$ cat src/rtl/prog_loader_pkg.sv
// prog_loader_pkg
// Shared constants and types for the UART program loader:
//   - UART frame shape (8 data bits, 1 stop bit)
//   - instruction word shape (4 bytes per 32-bit word)
//   - receiver / loader state encoding
//   - place_byte(): drops one byte into a word at a byte lane
package prog_loader_pkg;

    localparam int DATA_BITS      = 8;
    localparam int STOP_BITS      = 1;
    localparam int BYTES_PER_WORD = 4;
    localparam int WORD_BITS      = DATA_BITS * BYTES_PER_WORD;
    localparam int BYTE_IDX_BITS  = $clog2(BYTES_PER_WORD);

    // IDLE..STOP are walked by the byte receiver; LOADED is the loader's
    // terminal state once every memory word has been written.
    typedef enum logic [2:0] {
        IDLE,
        START,
        DATA,
        STOP,
        LOADED
    } rx_state_e;

    // Little-endian lane placement: lane 0 is bits [7:0].
    function automatic logic [WORD_BITS-1:0] place_byte(
        input logic [WORD_BITS-1:0]     word,
        input logic [BYTE_IDX_BITS-1:0] idx,
        input logic [DATA_BITS-1:0]     data
    );
        logic [WORD_BITS-1:0] result;
        result = word;
        result[idx*DATA_BITS +: DATA_BITS] = data;
        return result;
    endfunction

endpackage

$ cat src/rtl/prog_loader_if.sv
// prog_loader_if
// Bundles the loader's serial input and its memory-write / status outputs.
//   rx         serial UART data into the loader (idle high)
//   mem_we     one-cycle write strobe
//   mem_waddr  word address of the write
//   mem_wdata  32-bit instruction word
//   core_hold  holds the core in reset until loading completes
//   done       all words written
//   frame_err  sticky stop-bit error flag
// master: the loader side.  slave: the memory / core / serial-source side.
interface prog_loader_if #(
    parameter int ADDR_BITS = 4
);
    import prog_loader_pkg::*;

    logic                 rx;
    logic                 mem_we;
    logic [ADDR_BITS-1:0] mem_waddr;
    logic [WORD_BITS-1:0] mem_wdata;
    logic                 core_hold;
    logic                 done;
    logic                 frame_err;

    modport master (
        input  rx,
        output mem_we, mem_waddr, mem_wdata, core_hold, done, frame_err
    );

    modport slave (
        output rx,
        input  mem_we, mem_waddr, mem_wdata, core_hold, done, frame_err
    );

endinterface

$ cat src/rtl/prog_loader_uart_rx.sv
// uart_rx_byte
// 8N1 UART byte receiver: 2-flop synchronizer, bit timer and IDLE..STOP FSM.
// Ports:
//   clk, rst_n   clock, asynchronous active-low reset
//   rx           raw serial input (asynchronous to clk)
//   rx_byte      last assembled byte (LSB received first)
//   byte_valid   one-cycle pulse in the cycle the good stop bit is sampled
//   byte_err     one-cycle pulse in the cycle a bad (low) stop bit is sampled
// The pulses are asserted in the sampling cycle itself so a registered
// consumer acts on them in the very next cycle.
module uart_rx_byte
    import prog_loader_pkg::*;
#(
    parameter int CLKS_PER_BIT = 16
) (
    input  logic                 clk,
    input  logic                 rst_n,
    input  logic                 rx,
    output logic [DATA_BITS-1:0] rx_byte,
    output logic                 byte_valid,
    output logic                 byte_err
);

    localparam int TIMER_BITS  = $clog2(CLKS_PER_BIT);
    localparam int BITCNT_BITS = $clog2(DATA_BITS);
    localparam logic [TIMER_BITS-1:0]  BIT_LAST  = TIMER_BITS'(CLKS_PER_BIT - 1);
    localparam logic [TIMER_BITS-1:0]  HALF_LAST = TIMER_BITS'(CLKS_PER_BIT / 2 - 1);
    localparam logic [BITCNT_BITS-1:0] LAST_BIT  = BITCNT_BITS'(DATA_BITS - 1);

    rx_state_e              state_q, state_d;
    logic                   rx_meta_q, rx_sync_q;
    logic [TIMER_BITS-1:0]  timer_q, timer_d;
    logic [BITCNT_BITS-1:0] bit_cnt_q, bit_cnt_d;
    logic [DATA_BITS-1:0]   shift_q, shift_d;
    logic                   stop_ok, stop_bad;

    // Frame sequencing. The timer is held at zero in IDLE so START begins
    // counting from the first cycle the start bit is seen; START samples at
    // mid-bit and every later sample is a full bit period after that, which
    // keeps all samples centred on their bits.
    always_comb begin
        state_d   = state_q;
        timer_d   = timer_q + 1'b1;
        bit_cnt_d = bit_cnt_q;
        shift_d   = shift_q;
        stop_ok   = 1'b0;
        stop_bad  = 1'b0;
        case (state_q)
            IDLE: begin
                timer_d = '0;
                if (!rx_sync_q) begin
                    state_d = START;
                end
            end
            START: begin
                if (timer_q == HALF_LAST) begin
                    timer_d   = '0;
                    bit_cnt_d = '0;
                    // A start bit that is high again at mid-bit was a glitch.
                    state_d   = rx_sync_q ? IDLE : DATA;
                end
            end
            DATA: begin
                if (timer_q == BIT_LAST) begin
                    timer_d = '0;
                    shift_d = {rx_sync_q, shift_q[DATA_BITS-1:1]};
                    if (bit_cnt_q == LAST_BIT) begin
                        state_d = STOP;
                    end else begin
                        bit_cnt_d = bit_cnt_q + 1'b1;
                    end
                end
            end
            STOP: begin
                if (timer_q == BIT_LAST) begin
                    timer_d = '0;
                    state_d = IDLE;
                    if (rx_sync_q) begin
                        stop_ok = 1'b1;
                    end else begin
                        stop_bad = 1'b1;
                    end
                end
            end
            default: begin
                timer_d = '0;
                state_d = IDLE;
            end
        endcase
    end

    // Synchronizer flops reset to the idle-high line level so reset release
    // never looks like a start bit.
    always_ff @(posedge clk or negedge rst_n) begin
        if (!rst_n) begin
            rx_meta_q <= 1'b1;
            rx_sync_q <= 1'b1;
            state_q   <= IDLE;
            timer_q   <= '0;
            bit_cnt_q <= '0;
            shift_q   <= '0;
        end else begin
            rx_meta_q <= rx;
            rx_sync_q <= rx_meta_q;
            state_q   <= state_d;
            timer_q   <= timer_d;
            bit_cnt_q <= bit_cnt_d;
            shift_q   <= shift_d;
        end
    end

    assign rx_byte    = shift_q;
    assign byte_valid = stop_ok;
    assign byte_err   = stop_bad;

endmodule

$ cat src/rtl/prog_loader.sv
// prog_loader
// Loads 2**ADDR_BITS little-endian 32-bit instruction words received over an
// 8N1 UART into instruction memory, holding the core in reset until done.
// Parameters:
//   CLKS_PER_BIT  clk cycles per UART bit (4..1024)
//   ADDR_BITS     word-address width of the instruction memory
// Ports:
//   clk, rst_n    clock, asynchronous active-low reset
//   bus           prog_loader_if master: rx in; mem_we, mem_waddr, mem_wdata,
//                 core_hold, done, frame_err out (all registered)
module prog_loader
    import prog_loader_pkg::*;
#(
    parameter int CLKS_PER_BIT = 16,
    parameter int ADDR_BITS    = 4
) (
    input  logic          clk,
    input  logic          rst_n,
    prog_loader_if.master bus
);

    localparam logic [ADDR_BITS-1:0]     ADDR_LAST = {ADDR_BITS{1'b1}};
    localparam logic [BYTE_IDX_BITS-1:0] LAST_BYTE = BYTE_IDX_BITS'(BYTES_PER_WORD - 1);

    logic [DATA_BITS-1:0] rx_byte;
    logic                 byte_valid;
    logic                 byte_err;

    uart_rx_byte #(
        .CLKS_PER_BIT (CLKS_PER_BIT)
    ) u_rx (
        .clk        (clk),
        .rst_n      (rst_n),
        .rx         (bus.rx),
        .rx_byte    (rx_byte),
        .byte_valid (byte_valid),
        .byte_err   (byte_err)
    );

    rx_state_e              state_q, state_d;
    logic [BYTE_IDX_BITS-1:0] byte_cnt_q, byte_cnt_d;
    logic [WORD_BITS-1:0]   word_q, word_d;
    logic                   mem_we_q, mem_we_d;
    logic [ADDR_BITS-1:0]   mem_waddr_q, mem_waddr_d;
    logic [WORD_BITS-1:0]   mem_wdata_q, mem_wdata_d;
    logic                   core_hold_q, core_hold_d;
    logic                   done_q, done_d;
    logic                   frame_err_q, frame_err_d;

    // Word assembly, address counter and the terminal LOADED state.
    // The address advances in the cycle after each write strobe, so the
    // write at the last address naturally wraps the counter to 0 exactly as
    // LOADED is entered; LOADED then pins it there and ignores the receiver.
    always_comb begin
        state_d     = state_q;
        byte_cnt_d  = byte_cnt_q;
        word_d      = word_q;
        mem_we_d    = 1'b0;
        mem_waddr_d = mem_waddr_q;
        mem_wdata_d = mem_wdata_q;
        core_hold_d = core_hold_q;
        done_d      = done_q;
        frame_err_d = frame_err_q;

        if (state_q == LOADED) begin
            mem_waddr_d = '0;
        end else begin
            if (mem_we_q) begin
                mem_waddr_d = mem_waddr_q + 1'b1;
                if (mem_waddr_q == ADDR_LAST) begin
                    state_d     = LOADED;
                    done_d      = 1'b1;
                    core_hold_d = 1'b0;
                end
            end

            // A bad frame throws away the word in progress but keeps the
            // address, so the sender can simply resend that whole word.
            if (byte_err) begin
                frame_err_d = 1'b1;
                byte_cnt_d  = '0;
            end else if (byte_valid) begin
                if (byte_cnt_q == LAST_BYTE) begin
                    mem_we_d    = 1'b1;
                    mem_wdata_d = place_byte(word_q, LAST_BYTE, rx_byte);
                    byte_cnt_d  = '0;
                end else begin
                    word_d      = place_byte(word_q, byte_cnt_q, rx_byte);
                    byte_cnt_d  = byte_cnt_q + 1'b1;
                end
            end
        end
    end

    always_ff @(posedge clk or negedge rst_n) begin
        if (!rst_n) begin
            state_q     <= IDLE;
            byte_cnt_q  <= '0;
            word_q      <= '0;
            mem_we_q    <= 1'b0;
            mem_waddr_q <= '0;
            mem_wdata_q <= '0;
            core_hold_q <= 1'b1;
            done_q      <= 1'b0;
            frame_err_q <= 1'b0;
        end else begin
            state_q     <= state_d;
            byte_cnt_q  <= byte_cnt_d;
            word_q      <= word_d;
            mem_we_q    <= mem_we_d;
            mem_waddr_q <= mem_waddr_d;
            mem_wdata_q <= mem_wdata_d;
            core_hold_q <= core_hold_d;
            done_q      <= done_d;
            frame_err_q <= frame_err_d;
        end
    end

    assign bus.mem_we    = mem_we_q;
    assign bus.mem_waddr = mem_waddr_q;
    assign bus.mem_wdata = mem_wdata_q;
    assign bus.core_hold = core_hold_q;
    assign bus.done      = done_q;
    assign bus.frame_err = frame_err_q;

endmodule

$ cat src/flat_wrapper.sv
// flat-port wrapper written by rule: the top's interface ports become plain ports
module prog_loader_flat import prog_loader_pkg::*;
#(
    parameter int CLKS_PER_BIT = 16,
    parameter int ADDR_BITS    = 4
)
  (clk, rst_n, bus_rx, bus_mem_we, bus_mem_waddr, bus_mem_wdata, bus_core_hold, bus_done, bus_frame_err);
  prog_loader_if #(.ADDR_BITS(ADDR_BITS)) bus_i ();
  input  logic clk;
  input  logic rst_n;
  input wire logic [$bits(bus_i.rx)-1:0] bus_rx;
  output wire logic [$bits(bus_i.mem_we)-1:0] bus_mem_we;
  output wire logic [$bits(bus_i.mem_waddr)-1:0] bus_mem_waddr;
  output wire logic [$bits(bus_i.mem_wdata)-1:0] bus_mem_wdata;
  output wire logic [$bits(bus_i.core_hold)-1:0] bus_core_hold;
  output wire logic [$bits(bus_i.done)-1:0] bus_done;
  output wire logic [$bits(bus_i.frame_err)-1:0] bus_frame_err;
  assign bus_i.rx = bus_rx;
  assign bus_mem_we = bus_i.mem_we;
  assign bus_mem_waddr = bus_i.mem_waddr;
  assign bus_mem_wdata = bus_i.mem_wdata;
  assign bus_core_hold = bus_i.core_hold;
  assign bus_done = bus_i.done;
  assign bus_frame_err = bus_i.frame_err;
  prog_loader #(.CLKS_PER_BIT(CLKS_PER_BIT), .ADDR_BITS(ADDR_BITS)) u_core (.clk(clk), .rst_n(rst_n), .bus(bus_i));
endmodule
$ cat config.mk
export PLATFORM = sky130hd
export DESIGN_NAME = prog_loader_flat
export DESIGN_NICKNAME = d
export VERILOG_FILES = /design/src/rtl/prog_loader_pkg.sv /design/src/rtl/prog_loader_if.sv /design/src/rtl/prog_loader_uart_rx.sv /design/src/rtl/prog_loader.sv /design/src/flat_wrapper.sv
export SDC_FILE = /design/constraint.sdc
export NUM_CORES = 1
export LEC_CHECK = 0
export CELL_PAD_IN_SITES_DETAIL_PLACEMENT = 1
export CELL_PAD_IN_SITES_GLOBAL_PLACEMENT = 1
export CORE_MARGIN = 5
export CORE_UTILIZATION = 45
export CTS_CLUSTER_DIAMETER = 40
export DETAILED_ROUTE_END_ITERATION = 16
export PLACE_DENSITY = 0.85
export SETUP_SLACK_MARGIN = 0.1
export SYNTH_ARGS = -nofsm -noshare
export SYNTH_HDL_FRONTEND = slang
export SYNTH_SLANG_ARGS = --single-unit
$ cat constraint.sdc
create_clock -name clk -period 2.4 [get_ports clk]
set_clock_uncertainty 0.05 [all_clocks]
set_input_delay 0.72 -clock clk [delete_from_list [all_inputs] [get_ports clk]]
set_output_delay 0.72 -clock clk [all_outputs]
set_load 0.03 [all_outputs]
==> out/qor.txt <==
flops & latches, synth: 85
Post-synth EDFFs: 0
DRC: 0
syn avg cell area: 13.0 um^2
met1 Usage GRT: 20.8%
initial antenna violation count: 0
crit path max fanout: 4
worst path cell trace: clkdlybuf4s50_1
Max-Cap Viols: 0
Tmin final: 2.25 ns
TritonRoute pass-1 iters: 4
share of layout cells above drive strength 1: 22.6%
clk_lat worst skew: 0.36 ns
WHS: 0.264 ns
die height: 99.9 um
Crit Path Class: register to output port
Cell Area, Synth: 3640 um^2
WP buf/inv: 1
Synth area leaders: dfrtp_1, mux2_2, mux2i_1
Die ar.: 9990 um^2
Psw: 0.962 mW
post-synthesis cell type count: 39
number of routed nets with antenna violations: 0
Synth Flop Type: dfrtp_1
M2 GR Usage: 28.7%
syn nets: 291
sw frac: 29.5%
Starting Density: 46.6%
CTS Sinks: 85
IO Port Bufs: 42
run status: completed
hold buffer count at CTS: 0
first-pass GRT wire length: 12800 um
crit-path leading delay family: buffers and inverters
setup ws final: 0.151 ns
number of global-route vias before repair: 2539
Slew Limit Fails: 0
R2R setup slack: 0.40 ns
crit path launch type: register
Root Buffer: clkbuf_8
Final GP Congestion: 0.766
Synth Instances: 279
die width: 99.9 um
total power: 3.26 mW
max_slew headroom: 65.3%
DR WL/cell: 17.8 um
Tightest Pin Transition: 0.516 ns
Peak VDD IR: 384 uV
endpoints failing setup: 0
largest area contributor in the netlist: dfrtp_1
count leader, synth: dfrtp_1
critical path arrival: 1.48 ns
Final Hold Viols: 0
Hold Path Class: input port to asynchronous set/reset pin
GR Overflow Total: 0
# nets final: 339
DR iter-0 viols: 114
CTS max path bufs: 2
worst endpoint required time: 1.63 ns
Max stage delay cell, worst path: clkdlybuf4s50_1
clock power share: 32.3%
core area: 7810 um^2
H-Tree Depth: 3
Ys Warns: 0
Clk pin slew, worst setup/hold paths: 0.09 ns
sequential share of the synthesized area: 58.5%
DP Wirelength: 4990 um
GRT Util Overall: 16.7%
via count: 2268
Max Freq: 445 MHz
slowest stage delay, CP: 0.70 ns
R2R Path End: u_core.bus.mem_wdata[20]
Power Density: 743 nW/um^2
I/O Pins: 43
R2R cell count: 5
Syn-to-layout area delta: 20.6%
CTS tree: built
share of the synthesized area in the top cell type: 56.4%
FF-to-FF Start: u_core.u_rx.timer_q[0]
vias per cell: 5.23
setup tns final: 0 ns
RSZ-0062 raised after global routing: no
Inserted Clock Buffers: 9
P_int: 2.30 mW
share of synthesized registers carrying an async set or reset: 100%
Ant. Diodes: 0
LEAKAGE: 2.15 nW
power share of the combinational group: 16.5%
WL final: 7740 um
site row count: 32
Tcrit/Tclk final: 93.7%
most frequent cells after synthesis: dfrtp_1, mux2_2, inv_1, mux2i_1, nand2_1
final core utilization: 56.2%
GR peak layer: met2
routing usage on met3: 2.50%
largest net degree at the start of global routing: 52
CP Capture Type: output port
Place WS: 0.419 ns
Reg power frac: 51.2%
kinds of logic (layout without fill, tap and decap cells):
| group | Yosys count | in the layout | share of synthesized area [%] |
|---|---|---|---|
| AOI/OAI and AO/OA | 14 | 14 | 2.68 |
| xor gates and xnor gates | 5 | 5 | 1.20 |
| adders and majority gates | 9 | 9 | 3.09 |
| buffers and inverters | 38 | 91 | 4.71 |
| DFF | 85 | 85 | 58.5 |
| muxes | 69 | 69 | 20.4 |
| and+or+nand+nor | 59 | 59 | 9.39 |
placed cells by master (no fill, tap or decap), drive strengths merged, types with 2 or more instances in the layout:
cell type and instances:
nand4 3, nor2b 2, o21ai 2, inv 29, mux2i 28, mux2 41
clkinvlp 2, ha 9, a22o 2, clkbuf 12, nor3 3, dlygate4sd2 2
nor3b 3, xor2 2, dfstp 3, clkdlybuf4s50 39, nand3 5, a21oi 2
nand2 27, dfrtp 82, nor2 8, buf 6, a31oi 3, xnor2 3
timing repair:
item	in CTS	in global routing
setup buffers	0	0
gates resized for setup	2	0
endpoints found under the setup margin	2	0
power by group through the flow:
stage / clock, mW / combinational (mW) / sequential [mW]
3_5_place_dp: 0 / 0.530 / 1.69
3_3_place_gp: 0 / 0.500 / 1.68
4_1_cts: 1.08 / 0.546 / 1.67
2_1_floorplan: 0 / 0.416 / 1.62
6_report: 1.05 / 0.538 / 1.67
5_1_grt: 1.15 / 0.599 / 1.68
registers in the layout (all words and copies together), names as in the netlist:
name and cells:
u_core.bus.core_hold 1, u_core.u_rx.timer_q 4, u_core.u_rx.bit_cnt_q 3, u_core.u_rx.rx_sync_q 1, u_core.bus.mem_we 1, u_core.bus.mem_wdata 32, u_core.bus.frame_err 1, u_core.u_rx.rx_meta_q 1
u_core.word_q 24, u_core.state_q 1, u_core.bus.mem_waddr 4, u_core.u_rx.state_q 2, u_core.u_rx.rx_byte 8, u_core.byte_cnt_q 2
final cells by class:
type | instances | area, um^2
Clock buffer | 12 | 155
Clock inverter | 4 | 53.8
Fill cell | 822 | 3420
Inverter | 28 | 105
Multi-Input combinational cell | 156 | 1340
Sequential cell | 85 | 2130
Tap cell | 102 | 128
Timing Repair Buffer | 47 | 478
worst max path at each step:
stage / depth (start not counted) / end / start
3_3_place_gp: 5 / u_core.bus.mem_wdata[20] / u_core.u_rx.timer_q[0]
5_1_grt: 1 / bus_mem_waddr[0] / u_core.bus.mem_waddr[0]
2_1_floorplan: 5 / u_core.bus.mem_wdata[0] / u_core.u_rx.timer_q[0]
3_5_place_dp: 5 / u_core.bus.mem_wdata[20] / u_core.u_rx.timer_q[0]
6_report: 1 / bus_mem_waddr[0] / u_core.bus.mem_waddr[0]
4_1_cts: 1 / bus_mem_waddr[0] / u_core.bus.mem_waddr[0]
layer usage:
layer / routed length, um / part of all wire (%) / up-vias
li1: - / - / 1040
met1: 3440 / 44 / 1179
met2: 4000 / 52 / 39
met3: 194 / 2.5 / 10
met4: 104 / 1.3 / 0
met5: 0 / 0 / -
metrics by stage:
stage / std cells / cell area, um^2
5_1_grt: 434 / 4390
2_1_floorplan: 279 / 3640
6_report: 434 / 4390
3_5_place_dp: 418 / 4180
4_1_cts: 434 / 4390
3_3_place_gp: 418 / 4180
No activity file was read; power rests on OpenSTA's default activity.
